`src/rtl/bounce_generator_if.sv`:
```
// Request/status bundle between a bounce_generator and whatever drives it.
// The master drives requests; the slave (the generator) returns line and status.
interface bounce_generator_if #(
    parameter int unsigned CNT_W = 4
);
    logic             i_w_start;
    logic             i_w_level;
    logic [CNT_W-1:0] i_w_bounces;
    logic             o_w_out;
    logic             o_w_busy;
    logic             o_w_done;

    modport master (
        output i_w_start, i_w_level, i_w_bounces,
        input  o_w_out, o_w_busy, o_w_done
    );

    modport slave (
        input  i_w_start, i_w_level, i_w_bounces,
        output o_w_out, o_w_busy, o_w_done
    );
endinterface

```
`src/rtl/bounce_generator.sv`:
```
// Drives a deliberately bouncy line to a target level, then holds it and pulses done.
// Define BOUNCE_LFSR_EN for pseudo-random gaps; otherwise every gap is 2^(GAP_W-1) cycles.
module bounce_generator #(
    parameter int unsigned CNT_W         = 4,
    parameter int unsigned GAP_W         = 3,
    parameter int unsigned SETTLE_CYCLES = 16
`ifdef BOUNCE_LFSR_EN
    , parameter logic [7:0] LFSR_SEED    = 8'hA5
`endif
) (
    input logic              i_w_clk,
    input logic              i_w_reset,
    bounce_generator_if.slave bus
);

    localparam int unsigned GW = GAP_W + 1;
    localparam int unsigned RW = CNT_W + 1;
    localparam int unsigned SW = $clog2(SETTLE_CYCLES + 1);
    localparam logic [SW-1:0] SETTLE_LOAD = SW'(SETTLE_CYCLES - 1);

    typedef enum logic [1:0] {
        S_IDLE,
        S_BOUNCE,
        S_SETTLE,
        S_ACK
    } state_t;

    state_t        state_q, state_d;
    logic          out_q, out_d;
    logic          busy_q, busy_d;
    logic          done_q, done_d;
    logic [RW-1:0] rem_q, rem_d;
    logic [GW-1:0] gap_q, gap_d;
    logic [SW-1:0] settle_q, settle_d;
    logic [GW-1:0] gap_load;

`ifdef BOUNCE_LFSR_EN
    localparam logic [7:0] SEED = (LFSR_SEED == 8'h00) ? 8'h01 : LFSR_SEED;

    logic [7:0] lfsr_q;
    logic       lfsr_fb;

    // x^8+x^6+x^5+x^4+1 Fibonacci form, free-running out of reset
    assign lfsr_fb = lfsr_q[7] ^ lfsr_q[5] ^ lfsr_q[4] ^ lfsr_q[3];

    always_ff @(posedge i_w_clk or negedge i_w_reset) begin
        if (!i_w_reset) begin
            lfsr_q <= SEED;
        end else begin
            lfsr_q <= {lfsr_q[6:0], lfsr_fb};
        end
    end

    assign gap_load = GW'(lfsr_q[GAP_W-1:0]) + GW'(1);
`else
    assign gap_load = GW'(2 ** (GAP_W - 1));
`endif

    // State and registered outputs
    always_ff @(posedge i_w_clk or negedge i_w_reset) begin
        if (!i_w_reset) begin
            state_q  <= S_IDLE;
            out_q    <= 1'b0;
            busy_q   <= 1'b0;
            done_q   <= 1'b0;
            rem_q    <= '0;
            gap_q    <= '0;
            settle_q <= '0;
        end else begin
            state_q  <= state_d;
            out_q    <= out_d;
            busy_q   <= busy_d;
            done_q   <= done_d;
            rem_q    <= rem_d;
            gap_q    <= gap_d;
            settle_q <= settle_d;
        end
    end

    // Next-state logic; an odd toggle count (2*bounces+1) always lands on the target level
    always_comb begin
        state_d  = state_q;
        out_d    = out_q;
        busy_d   = busy_q;
        done_d   = 1'b0;
        rem_d    = rem_q;
        gap_d    = gap_q;
        settle_d = settle_q;

        case (state_q)
            S_IDLE: begin
                // A start seen while done is still high is the tail of the last job
                if (bus.i_w_start && !done_q) begin
                    busy_d = 1'b1;
                    if (bus.i_w_level != out_q) begin
                        out_d = ~out_q;
                        rem_d = {bus.i_w_bounces, 1'b0};
                        gap_d = gap_load;
                        if (bus.i_w_bounces == '0) begin
                            settle_d = SETTLE_LOAD;
                            state_d  = S_SETTLE;
                        end else begin
                            state_d = S_BOUNCE;
                        end
                    end else begin
                        state_d = S_ACK;
                    end
                end
            end

            S_BOUNCE: begin
                if (gap_q == GW'(1)) begin
                    out_d = ~out_q;
                    rem_d = rem_q - RW'(1);
                    if (rem_q == RW'(1)) begin
                        settle_d = SETTLE_LOAD;
                        state_d  = S_SETTLE;
                    end else begin
                        gap_d = gap_load;
                    end
                end else begin
                    gap_d = gap_q - GW'(1);
                end
            end

            S_SETTLE: begin
                if (settle_q == '0) begin
                    done_d  = 1'b1;
                    busy_d  = 1'b0;
                    state_d = S_IDLE;
                end else begin
                    settle_d = settle_q - SW'(1);
                end
            end

            S_ACK: begin
                done_d  = 1'b1;
                busy_d  = 1'b0;
                state_d = S_IDLE;
            end

            default: begin
                state_d = S_IDLE;
            end
        endcase
    end

    assign bus.o_w_out  = out_q;
    assign bus.o_w_busy = busy_q;
    assign bus.o_w_done = done_q;

endmodule

```
`src/flat_wrapper.sv`:
```
// flat-port wrapper written by rule: the top's interface ports become plain ports
module bounce_generator_flat 
#(
    parameter int unsigned CNT_W         = 4,
    parameter int unsigned GAP_W         = 3,
    parameter int unsigned SETTLE_CYCLES = 16

)
  (i_w_clk, i_w_reset, bus_i_w_start, bus_i_w_level, bus_i_w_bounces, bus_o_w_out, bus_o_w_busy, bus_o_w_done);
  bounce_generator_if #(.CNT_W(CNT_W)) bus_i ();
  input logic i_w_clk;
  input logic i_w_reset;
  input wire logic [$bits(bus_i.i_w_start)-1:0] bus_i_w_start;
  input wire logic [$bits(bus_i.i_w_level)-1:0] bus_i_w_level;
  input wire logic [$bits(bus_i.i_w_bounces)-1:0] bus_i_w_bounces;
  output wire logic [$bits(bus_i.o_w_out)-1:0] bus_o_w_out;
  output wire logic [$bits(bus_i.o_w_busy)-1:0] bus_o_w_busy;
  output wire logic [$bits(bus_i.o_w_done)-1:0] bus_o_w_done;
  assign bus_i.i_w_start = bus_i_w_start;
  assign bus_i.i_w_level = bus_i_w_level;
  assign bus_i.i_w_bounces = bus_i_w_bounces;
  assign bus_o_w_out = bus_i.o_w_out;
  assign bus_o_w_busy = bus_i.o_w_busy;
  assign bus_o_w_done = bus_i.o_w_done;
  bounce_generator #(.CNT_W(CNT_W), .GAP_W(GAP_W), .SETTLE_CYCLES(SETTLE_CYCLES)) u_core (.i_w_clk(i_w_clk), .i_w_reset(i_w_reset), .bus(bus_i));
endmodule
```
`config.mk`:
```
export PLATFORM = sky130hd
export DESIGN_NAME = bounce_generator_flat
export DESIGN_NICKNAME = d
export VERILOG_FILES = /design/src/rtl/bounce_generator_if.sv /design/src/rtl/bounce_generator.sv /design/src/flat_wrapper.sv
export SDC_FILE = /design/constraint.sdc
export NUM_CORES = 1
export LEC_CHECK = 0
export BUFFER_PORTS_ARGS = -buffer_cell sky130_fd_sc_hd__buf_2
export CAP_MARGIN = 0
export CORE_UTILIZATION = 57
export CTS_CLUSTER_SIZE = 14
export DETAILED_ROUTE_END_ITERATION = 10
export PLACE_DENSITY = 0.77
export SLEW_MARGIN = 15
export SYNTH_ARGS = -nofsm -noshare
export SYNTH_HDL_FRONTEND = slang
export SYNTH_SLANG_ARGS = --single-unit
```
`constraint.sdc`:
```
create_clock -name i_w_clk -period 2 [get_ports i_w_clk]
set_clock_uncertainty 0.15 [all_clocks]
set_input_delay 0.4 -clock i_w_clk [delete_from_list [all_inputs] [get_ports i_w_clk]]
set_output_delay 0.4 -clock i_w_clk [all_outputs]
set_load 0.02 [all_outputs]
```
==> metrics.md, run 1 <==
| Metric | Value |
|---|---|
| Outcome | `finished clean` |
| R2r setup slk | `140 ps` |
| Post-synthesis sequential area ratio | `43.2%` |
| Worst Hold End | `u_core.rem_q[3]` |
| Die H | `45.9 µm` |
| Worst Hold Depth | `3` |
| Post-route clock period utilization | `92.8%` |
| Max-slew headroom | `63.0%` |
| # IOs | `11` |
| Initial drt markers | `22` |
| RR Startpoint | `u_core.gap_q[0]` |
| Die width | `45.9 µm` |
| I/O Buffers | `10` |
| CTS Buf Count | `3` |
| Synth Cell Area | `0.00110 mm²` |
| RSZ-0062 raised after global routing | `no` |
| Area grow syn2layout | `12.4%` |
| Layout cell share with drive strength beyond 1 | `23.0%` |
| Initial Util | `62.3%` |
| CTS tree | `built` |
| Worst Slack Setup Final | `143 ps` |
| Worst Path Required | `2040 ps` |
| Avg Cell Area, Syn | `9.82 µm²` |
| Fin. max-slew vios | `0` |
| Final min period | `1860 ps` |
| Syn Inst Count | `112` |
| Startpoint types | `flip-flop` |
| First-pass GRT wire length | `3640 µm` |
| H-tree depth | `1` |
| Path depth of the worst reg2reg path | `5` |
| Post-synth EDFFs | `0` |
| Setup-failing EPs final | `0` |
| Ys async rst share | `100%` |
| Final Wtd Congestion | `0.868` |
| Mapped Nets | `125` |
| Critical-path maximum fanout | `6` |
| VDD IR max | `0.957 mV` |
| Root Driver | `clkbuf_4` |
| Vias per cell | `5.79` |
| Pin slew with the least headroom to its limit | `556 ps` |
| Post-layout net count | `140` |
| # Max-Cap Violations | `0` |
| Yosys Warn Count | `0` |
| Vias in the first global route | `865` |
| Hold Path Class | `in2reg` |
| Initial antenna violation count | `0` |
| Pin count of the biggest net entering global routing | `20` |
| Top FF cell, synth | `dfrtp_1` |
| Worst reg2reg path endpoint | `u_core.rem_q[2]` |
| Fin. Hold Viols | `0` |
| Placement Rows | `15` |
| Vias | `874` |
| Residual DRC | `0` |
| Worst-Skew Late Latency | `300 ps` |
| Pwr per Cell Area | `1550 mW/mm²` |
| Setup Buffers After CTS | `0` |
| Core area | `0.00176 mm²` |
| N_diodes | `0` |
| Max clock buf depth | `2` |
| Routed WL per cell | `14.0 µm` |
| DIE AREA | `0.00211 mm²` |
| Congestion Overflow GR | `0` |
| Post-DP HPWL | `1600 µm` |
| Crit. End Element | `flip-flop` |
| GRT Overall Usage | `24.4%` |
| Fmax | `539 MHz` |
| Total Routed Length | `2120 µm` |
| WS Path Type | `reg2reg` |
| Final antenna-violating net count | `0` |
| Worst hold path startpoint | `bus_i_w_bounces[2]` |
| Pre-CTS setup slack | `98.8 ps` |
| Static leakage | `0.563 nW` |
| DR pass1 iterations | `4` |
| Final Core Density | `70.1%` |
| Setup TNS | `0 ps` |
| CTS sink cnt | `19` |
| Clock slew at reported path FFs | `110 ps` |
| Synth cell types | `38` |
| Worst EP arrival | `1900 ps` |
| Synth Register Bits | `19` |
[flip-flops by register name (all words and copies together) (netlist names)]
name                 flops
u_core.gap_q             4
u_core.bus.o_w_busy      1
u_core.bus.o_w_done      1
u_core.bus.o_w_out       1
u_core.state_q           2
u_core.settle_q          5
u_core.rem_q             5
[report_power, final]
| group | internal [mW] | switching (mW) |
|---|---|---|
| registers | 0.559 | 0.199 |
| clock network | 0.0747 | 0.128 |
| logic | 0.448 | 0.510 |
[cell families (layout without fill, tap and decap cells)]
| logic type | after synthesis | in the layout | share of synthesized area [%] |
|---|---|---|---|
| compound gates | 34 | 34 | 19.5 |
| xor+xnor | 4 | 4 | 3.87 |
| fa+ha+maj | 5 | 5 | 5.69 |
| buf+inv | 11 | 25 | 4.55 |
| flops | 19 | 19 | 43.2 |
| mux | 3 | 3 | 2.96 |
| simple gates | 36 | 36 | 20.3 |
[stage by stage]
| step | std cells | hold slack (ps) | power (mW) | area (µm²) |
|---|---|---|---|---|
| after CTS | 151 | 272 | 1.90 | 1210 |
| after floorplan | 112 | -45.6 | 1.48 | 1100 |
| after global routing | 151 | 295 | 2.09 | 1240 |
| after global placement | 146 | 214 | 1.65 | 1180 |
| after detailed placement | 146 | 214 | 1.70 | 1180 |
| final | 151 | 274 | 1.92 | 1240 |
[critical path, cell delays in order (launching register included)]
cell and delay (ps):
dfrtp_1 440, ha_1 230, and4bb_4 210, a21oi_1 330
or2_1 250, o21ai_0 120
[cells in the final DEF, fill, tap and decap left out, types with 3 or more instances in the layout]
cell / instances
a21oi_1: 10
buf_2: 10
o21ai_0: 9
nor3_1: 5
o31ai_1: 4
dfrtp_1: 19
nor2b_1: 3
ha_1: 5
nor2_1: 11
inv_1: 8
clkbuf_4: 3
[per-layer routing]
layer	track usage (%)	wire, µm	share of wire, %
met5	0	0	0
met4	7.65	25	1.2
met3	4.76	99	4.7
met2	39.7	1010	47
met1	32.5	986	47
[layout make-up]
class,count,area [µm²]
clock inverter,1,5.00
tap,25,31.3
fill,150,528
sequential,19,475
clock buffer,3,22.5
timing repair buffer,13,75.1
multi-input combinational,82,597
inverter,8,30.0
[how the worst max path moves through the flow]
stage / cells past startpoint / to / from / slack (ps)
6_report: 5 / u_core.rem_q[2] / u_core.gap_q[0] / 140
4_1_cts: 6 / u_core.settle_q[0] / u_core.settle_q[1] / 80
3_3_place_gp: 6 / u_core.settle_q[0] / u_core.settle_q[0] / 130
3_5_place_dp: 5 / u_core.settle_q[0] / u_core.gap_q[0] / 100
5_1_grt: 6 / u_core.rem_q[1] / u_core.gap_q[1] / 30
2_1_floorplan: 5 / u_core.settle_q[0] / u_core.gap_q[0] / 260
[synthesized netlist by cell type, drive strengths merged, types with 2 or more instances]
cell / n / share of area, %
xnor2: 2 / 1.6
or2: 2 / 1.1
nor2b: 3 / 1.7
o21ai: 9 / 4.1
a2bb2oi: 2 / 1.6
ha: 5 / 5.7
nand2b: 3 / 2.4
mux2: 2 / 2.0
buf: 2 / 1.5
nand2: 2 / 0.68
a21o: 2 / 1.4
o31ai: 4 / 2.7
dfrtp: 19 / 43
or3: 2 / 1.1
nor2: 11 / 3.8
nor3: 5 / 2.3
xor2: 2 / 2.3
nor3b: 2 / 1.8
a21oi: 11 / 5.0
inv: 8 / 2.7
nor4b: 2 / 1.6
[timing repair]
| item | CTS | global route |
|---|---|---|
| resized for setup | 0 | 4 |
| hold endpoints to repair | 19 | 0 |
| setup endpoints to repair | 0 | 4 |
| hold buffers | 1 | 0 |
(Power assumes the default switching activity.)
==> run 2: changes to the inputs <==
- REMOVE_ABC_BUFFERS: unset -> 1
==> metrics.md, run 2 (synthesis results as in run 1) <==
| Metric | Value |
|---|---|
| Layout cell share with drive strength beyond 1 | `21.4%` |
| Post-DP HPWL | `1530 µm` |
| Vias per cell | `5.72` |
| Root Driver | `clkbuf_4` |
| First-pass GRT wire length | `3510 µm` |
| Routed WL per cell | `13.7 µm` |
| Worst hold path startpoint | `bus_i_w_bounces[1]` |
| Worst Hold Depth | `3` |
| H-tree depth | `1` |
| GRT Overall Usage | `23.6%` |
| Fmax | `534 MHz` |
| Static leakage | `0.560 nW` |
| CTS sink cnt | `19` |
| Post-route clock period utilization | `93.6%` |
| RSZ-0062 raised after global routing | `no` |
| Crit. End Element | `flip-flop` |
| Congestion Overflow GR | `0` |
| Residual DRC | `0` |
| Final antenna-violating net count | `0` |
| Initial antenna violation count | `0` |
| Max-slew headroom | `64.6%` |
| Hold Path Class | `in2reg` |
| Worst EP arrival | `1910 ps` |
| Vias in the first global route | `812` |
| CTS Buf Count | `3` |
| Area grow syn2layout | `11.7%` |
| Setup Buffers After CTS | `0` |
| Worst-Skew Late Latency | `300 ps` |
| CP Buf/Inv Count | `1` |
| Worst Path Required | `2040 ps` |
| # IOs | `11` |
| WS Path Type | `reg2reg` |
| Pwr per Cell Area | `1560 mW/mm²` |
| Die H | `45.9 µm` |
| Final Cell Area | `0.00123 mm²` |
| Most frequent cells in the layout | `19 x dfrtp_1, 11 x nor2_1, 10 x a21oi_1, 10 x buf_2, 9 x o21ai_0` |
| Crit path max-delay family | `simple AND/OR/NAND/NOR gates` |
| DR pass1 iterations | `4` |
| Pin slew with the least headroom to its limit | `531 ps` |
| Register area | `475 µm²` |
| Path depth of the worst reg2reg path | `6` |
| Die width | `45.9 µm` |
| Clock slew at reported path FFs | `110 ps` |
| Final min period | `1870 ps` |
| Setup TNS | `0 ps` |
| CP peak stage delay | `390 ps` |
| Fill cells | `147` |
| Largest regs | `u_core.rem_q (5), u_core.settle_q (5), u_core.gap_q (4)` |
| Vias | `863` |
| RR Startpoint | `u_core.settle_q[0]` |
| Worst Hold End | `u_core.rem_q[2]` |
| Startpoint types | `flip-flop` |
| CTS tree | `built` |
| VDD IR max | `0.985 mV` |
| Post-layout net count | `140` |
| I/O Buffers | `10` |
| # Max-Cap Violations | `0` |
| Outcome | `finished clean` |
| Most common cell after layout, fill and taps aside | `dfrtp_1` |
| R2r setup slk | `130 ps` |
| Max clock buf depth | `2` |
| Crit path cell chain | `inv_1 > ha_1 > nor4b_1 > or2_2 > a21oi_1 > mux2_2` |
| Setup-failing EPs final | `0` |
| N_diodes | `0` |
| Critical-path maximum fanout | `4` |
| Fin. max-slew vios | `0` |
| Core area | `0.00176 mm²` |
| Pin count of the biggest net entering global routing | `20` |
| Initial drt markers | `5` |
| Final Wtd Congestion | `0.867` |
| Fin. Hold Viols | `0` |
| Placement Rows | `15` |
| Multi-input logic area | `591 µm²` |
| Area after DPL | `0.00118 mm²` |
| DIE AREA | `0.00211 mm²` |
| Initial Util | `62.3%` |
| Critical path's slowest cell | `dfrtp_1` |
| Worst reg2reg path endpoint | `u_core.settle_q[0]` |
| Total Routed Length | `2070 µm` |
## run 2: cell types whose count changed in the layout (fill, tap and decap cells not counted), sizes merged
| cell | delta |
|---|---|
| clkbuf | +1 |
| clkinv | -1 |
## run 2: power breakdown
part	internal, mW	switching [mW]
sequential	0.559	0.195
clock	0.0777	0.116
combinational	0.455	0.513
total	1.09	0.824
## run 2: worst max path at each step
| stage | from | end | depth (start not counted) |
|---|---|---|---|
| final | u_core.settle_q[0] | u_core.settle_q[0] | 6 |
| after global routing | u_core.settle_q[0] | u_core.settle_q[0] | 6 |
| after CTS | u_core.gap_q[0] | u_core.settle_q[0] | 5 |
| after detailed placement | u_core.gap_q[0] | u_core.settle_q[0] | 5 |
| after global placement | u_core.gap_q[0] | u_core.rem_q[4] | 5 |
| after floorplan | u_core.gap_q[0] | u_core.settle_q[0] | 5 |
## run 2: final cells by class
type | count | area share (%)
clock buffer | 4 | 2.14
tap | 25 | 2.55
timing repair buffer | 13 | 6.11
sequential | 19 | 38.7
inverter | 8 | 2.44
multi-input combinational | 82 | 48.1
## run 2: what timing repair did
action | CTS | global route
setup endpoints to repair | 0 | 8
hold buffers | 1 | 0
hold endpoints to repair | 19 | 0
gates resized for setup | 0 | 3
## run 2: worst min-delay path: stages
cell,delay (ps)
buf_2,100
a21oi_1,60
o21ai_0,140
## run 2: metrics by stage
stage | power [mW] | setup slack (ps) | cells | utilization (%) | hold slack, ps
after floorplan | 1.45 | 263 | 109 | - | -45.6
after global placement | 1.66 | 113 | 146 | 66.7 | 206
after detailed placement | 1.70 | 99.0 | 146 | 66.7 | 211
after CTS | 1.90 | 82.9 | 151 | 68.7 | 273
after global routing | 2.09 | 36.1 | 151 | 69.6 | 299
final | 1.92 | 128 | 151 | 69.6 | 280
## run 2: layer usage
layer	global-route usage, %	share of wire (%)	wire (µm)	up-vias
li1	-	-	-	428
met1	31.8	48	994	420
met2	38.0	48	1000	11
met3	2.38	1.7	36	4
met4	10.6	2.0	41	0
met5	0	0	0	-
==> run 3: changes to the inputs <==
- ABC_AREA: unset -> 1
- CORE_UTILIZATION: 57 -> 58
- PLACE_DENSITY: 0.77 -> 0.78
==> metrics.md, run 3 <==
| Metric | Value |
|---|---|
| N_diodes | `0` |
| R2r setup slk | `330 ps` |
| CP Buf/Inv Count | `1` |
| Root Driver | `clkbuf_4` |
| Top FF cell, synth | `dfrtp_1` |
| Outcome | `finished clean` |
| # Max-Cap Violations | `0` |
| Setup-failing EPs final | `0` |
| Setup TNS | `0 ps` |
| Worst Path Required | `2040 ps` |
| Layout cell share with drive strength beyond 1 | `18.9%` |
| Ys async rst share | `100%` |
| Largest regs | `u_core.rem_q (5), u_core.settle_q (5), u_core.gap_q (4)` |
| Syn Inst Count | `170` |
| Area grow syn2layout | `9.58%` |
| Startpoint types | `flip-flop` |
| Most common cell after layout, fill and taps aside | `nand2_1` |
| Synth cell types | `26` |
| Die H | `48.5 µm` |
| Most crowded layer after global routing | `met2` |
| DIE AREA | `0.00235 mm²` |
| # IOs | `11` |
| WHS | `255 ps` |
| Initial Util | `62.6%` |
| Final Wtd Congestion | `0.856` |
| Vias per cell | `4.92` |
| Most common cell in the netlist | `nand2_1` |
| Max clock buf depth | `2` |
| Die width | `48.5 µm` |
| I/O Buffers | `10` |
| CTS tree | `built` |
| # resized after CTS | `0` |
| Synth Cell Area | `0.00125 mm²` |
| Initial antenna violation count | `0` |
| Worst EP arrival | `1710 ps` |
| Ranking of synthesized cells by area | `dfrtp_1 38%, nand2_1 19%, nand3_1 7.2%` |
| Worst-Skew Late Latency | `300 ps` |
| M3 GR Usage | `3.77%` |
| Clock slew at reported path FFs | `100 ps` |
| Top post-synthesis cells by count | `63 x nand2_1, 20 x inv_1, 19 x dfrtp_1, 18 x nand3_1, 8 x nor2_1` |
| Crit path max-delay family | `simple AND/OR/NAND/NOR gates` |
| GRT Overall Usage | `23.3%` |
| Placement Rows | `16` |
| WS Path Type | `reg2reg` |
| Congestion Overflow GR | `0` |
| Pin slew with the least headroom to its limit | `433 ps` |
| Hold Path Class | `in2reg` |
| Core area | `0.00200 mm²` |
| Residual DRC | `0` |
| Critical-path maximum fanout | `6` |
| Yosys Warn Count | `0` |
| Worst hold path startpoint | `bus_i_w_bounces[3]` |
| First-pass GRT wire length | `4270 µm` |
| Vias in the first global route | `1003` |
| Setup Buffers After CTS | `0` |
| RR Startpoint | `u_core.settle_q[0]` |
| Fin. max-slew vios | `0` |
| Synth Register Bits | `19` |
| Most frequent cells in the layout | `63 x nand2_1, 20 x inv_1, 19 x dfrtp_1` |
| Final antenna-violating net count | `0` |
| Post-synth EDFFs | `0` |
| Crit path cell chain | `inv_1 > ha_1 > nand3_1 > nand2_1 > nand2_1 > nand3_1 > nand2_1` |
| Crit. End Element | `flip-flop` |
| Met2 Track Usage GR | `39.4%` |
| Crit path from | `u_core.settle_q[0]` |
| Post-route clock period utilization | `83.6%` |
| Final Core Density | `68.6%` |
| CTS Buf Count | `3` |
| RSZ-0062 raised after global routing | `no` |
| Post-layout net count | `199` |
| Total Routed Length | `2340 µm` |
| VDD IR max | `0.881 mV` |
| Met1 layer usage reported by global route | `30.5%` |
| Static leakage | `0.749 nW` |
| Fin. Hold Viols | `0` |
| Synth area leader | `dfrtp_1` |
| H-tree depth | `1` |
| Post-DP HPWL | `1840 µm` |
| Final min period | `1670 ps` |
| Top-area cell type share of the netlist area | `37.9%` |
| Routed WL per cell | `11.0 µm` |
| Pwr per Cell Area | `1510 mW/mm²` |
| CP peak stage delay | `390 ps` |
| Critical Path Most Common Cell | `nand2_1` |
| Avg Cell Area, Syn | `7.37 µm²` |
| DR pass1 iterations | `4` |
| CTS sink cnt | `19` |
| Fmax | `598 MHz` |
| Post-synthesis sequential area ratio | `37.9%` |
| Critical path's slowest cell | `dfrtp_1` |
| Pin count of the biggest net entering global routing | `20` |
| Initial drt markers | `22` |
| Vias | `1043` |
| Max-slew headroom | `71.1%` |
==> run 3: layout make-up <==
cell class                      instances  area (µm²)
Fill cell                             178         628
Tap cell                               27        33.8
Multi-Input combinational cell        127         686
Sequential cell                        19         475
Timing Repair Buffer                   11        60.1
Inverter                               24        92.6
Clock buffer                            4        26.3
==> run 3: repair_timing <==
item                                    in CTS  in global routing
endpoints found under the setup margin       0                  0
hold buffers                                 1                  0
endpoints found under the hold margin       19                  0
==> run 3: kinds of logic (layout without fill, tap and decap cells) <==
family,Yosys count,after routing,synth area share [%]
XOR/XNOR,3,3,2.10
AO/OA/AOI/OAI,12,12,5.99
adder cells (fa/ha/maj),5,5,4.99
buffers and inverters,24,39,7.39
AND/OR/NAND/NOR,107,107,41.6
flip-flops,19,19,37.9
==> run 3: tightest hold or removal path, cell delays in order <==
cell,delay (ps)
buf_2,90
nand2_1,50
nand2_1,50
nand2_1,40
nand2_1,50
==> run 3: power breakdown <==
| group | internal (mW) | total [mW] | switching (mW) |
|---|---|---|---|
| clock | 0.0777 | 0.188 | 0.110 |
| sequential | 0.558 | 0.706 | 0.148 |
| combinational | 0.443 | 1.18 | 0.739 |
==> run 3: per-stage QoR <==
stage	cell area [µm²]	worst slack (ps)	power, mW	instances
2_1_floorplan	1250	542	1.66	170
3_3_place_gp	1340	373	1.85	207
3_5_place_dp	1340	332	1.90	207
4_1_cts	1370	314	2.10	212
5_1_grt	1370	118	2.33	212
6_report	1370	328	2.08	212
==> run 3: worst paths after layout <==
| kind | to | cells past startpoint |
|---|---|---|
| worst min-delay path | u_core.rem_q[4] | 5 |
| max in group asynchronous | u_core.gap_q[0] | 2 |
| worst max register to register | u_core.settle_q[2] | 7 |
| min in group asynchronous | u_core.rem_q[3] | 2 |
| worst max-delay path | u_core.settle_q[2] | 7 |
| worst min register to register | u_core.gap_q[1] | 2 |
==> run 3: layer usage <==
metal | vias to the layer above | part of all wire, %
met5 | - | 0
met4 | 0 | 0.47
met3 | 2 | 2.8
met2 | 11 | 49
met1 | 471 | 47
li1 | 559 | -
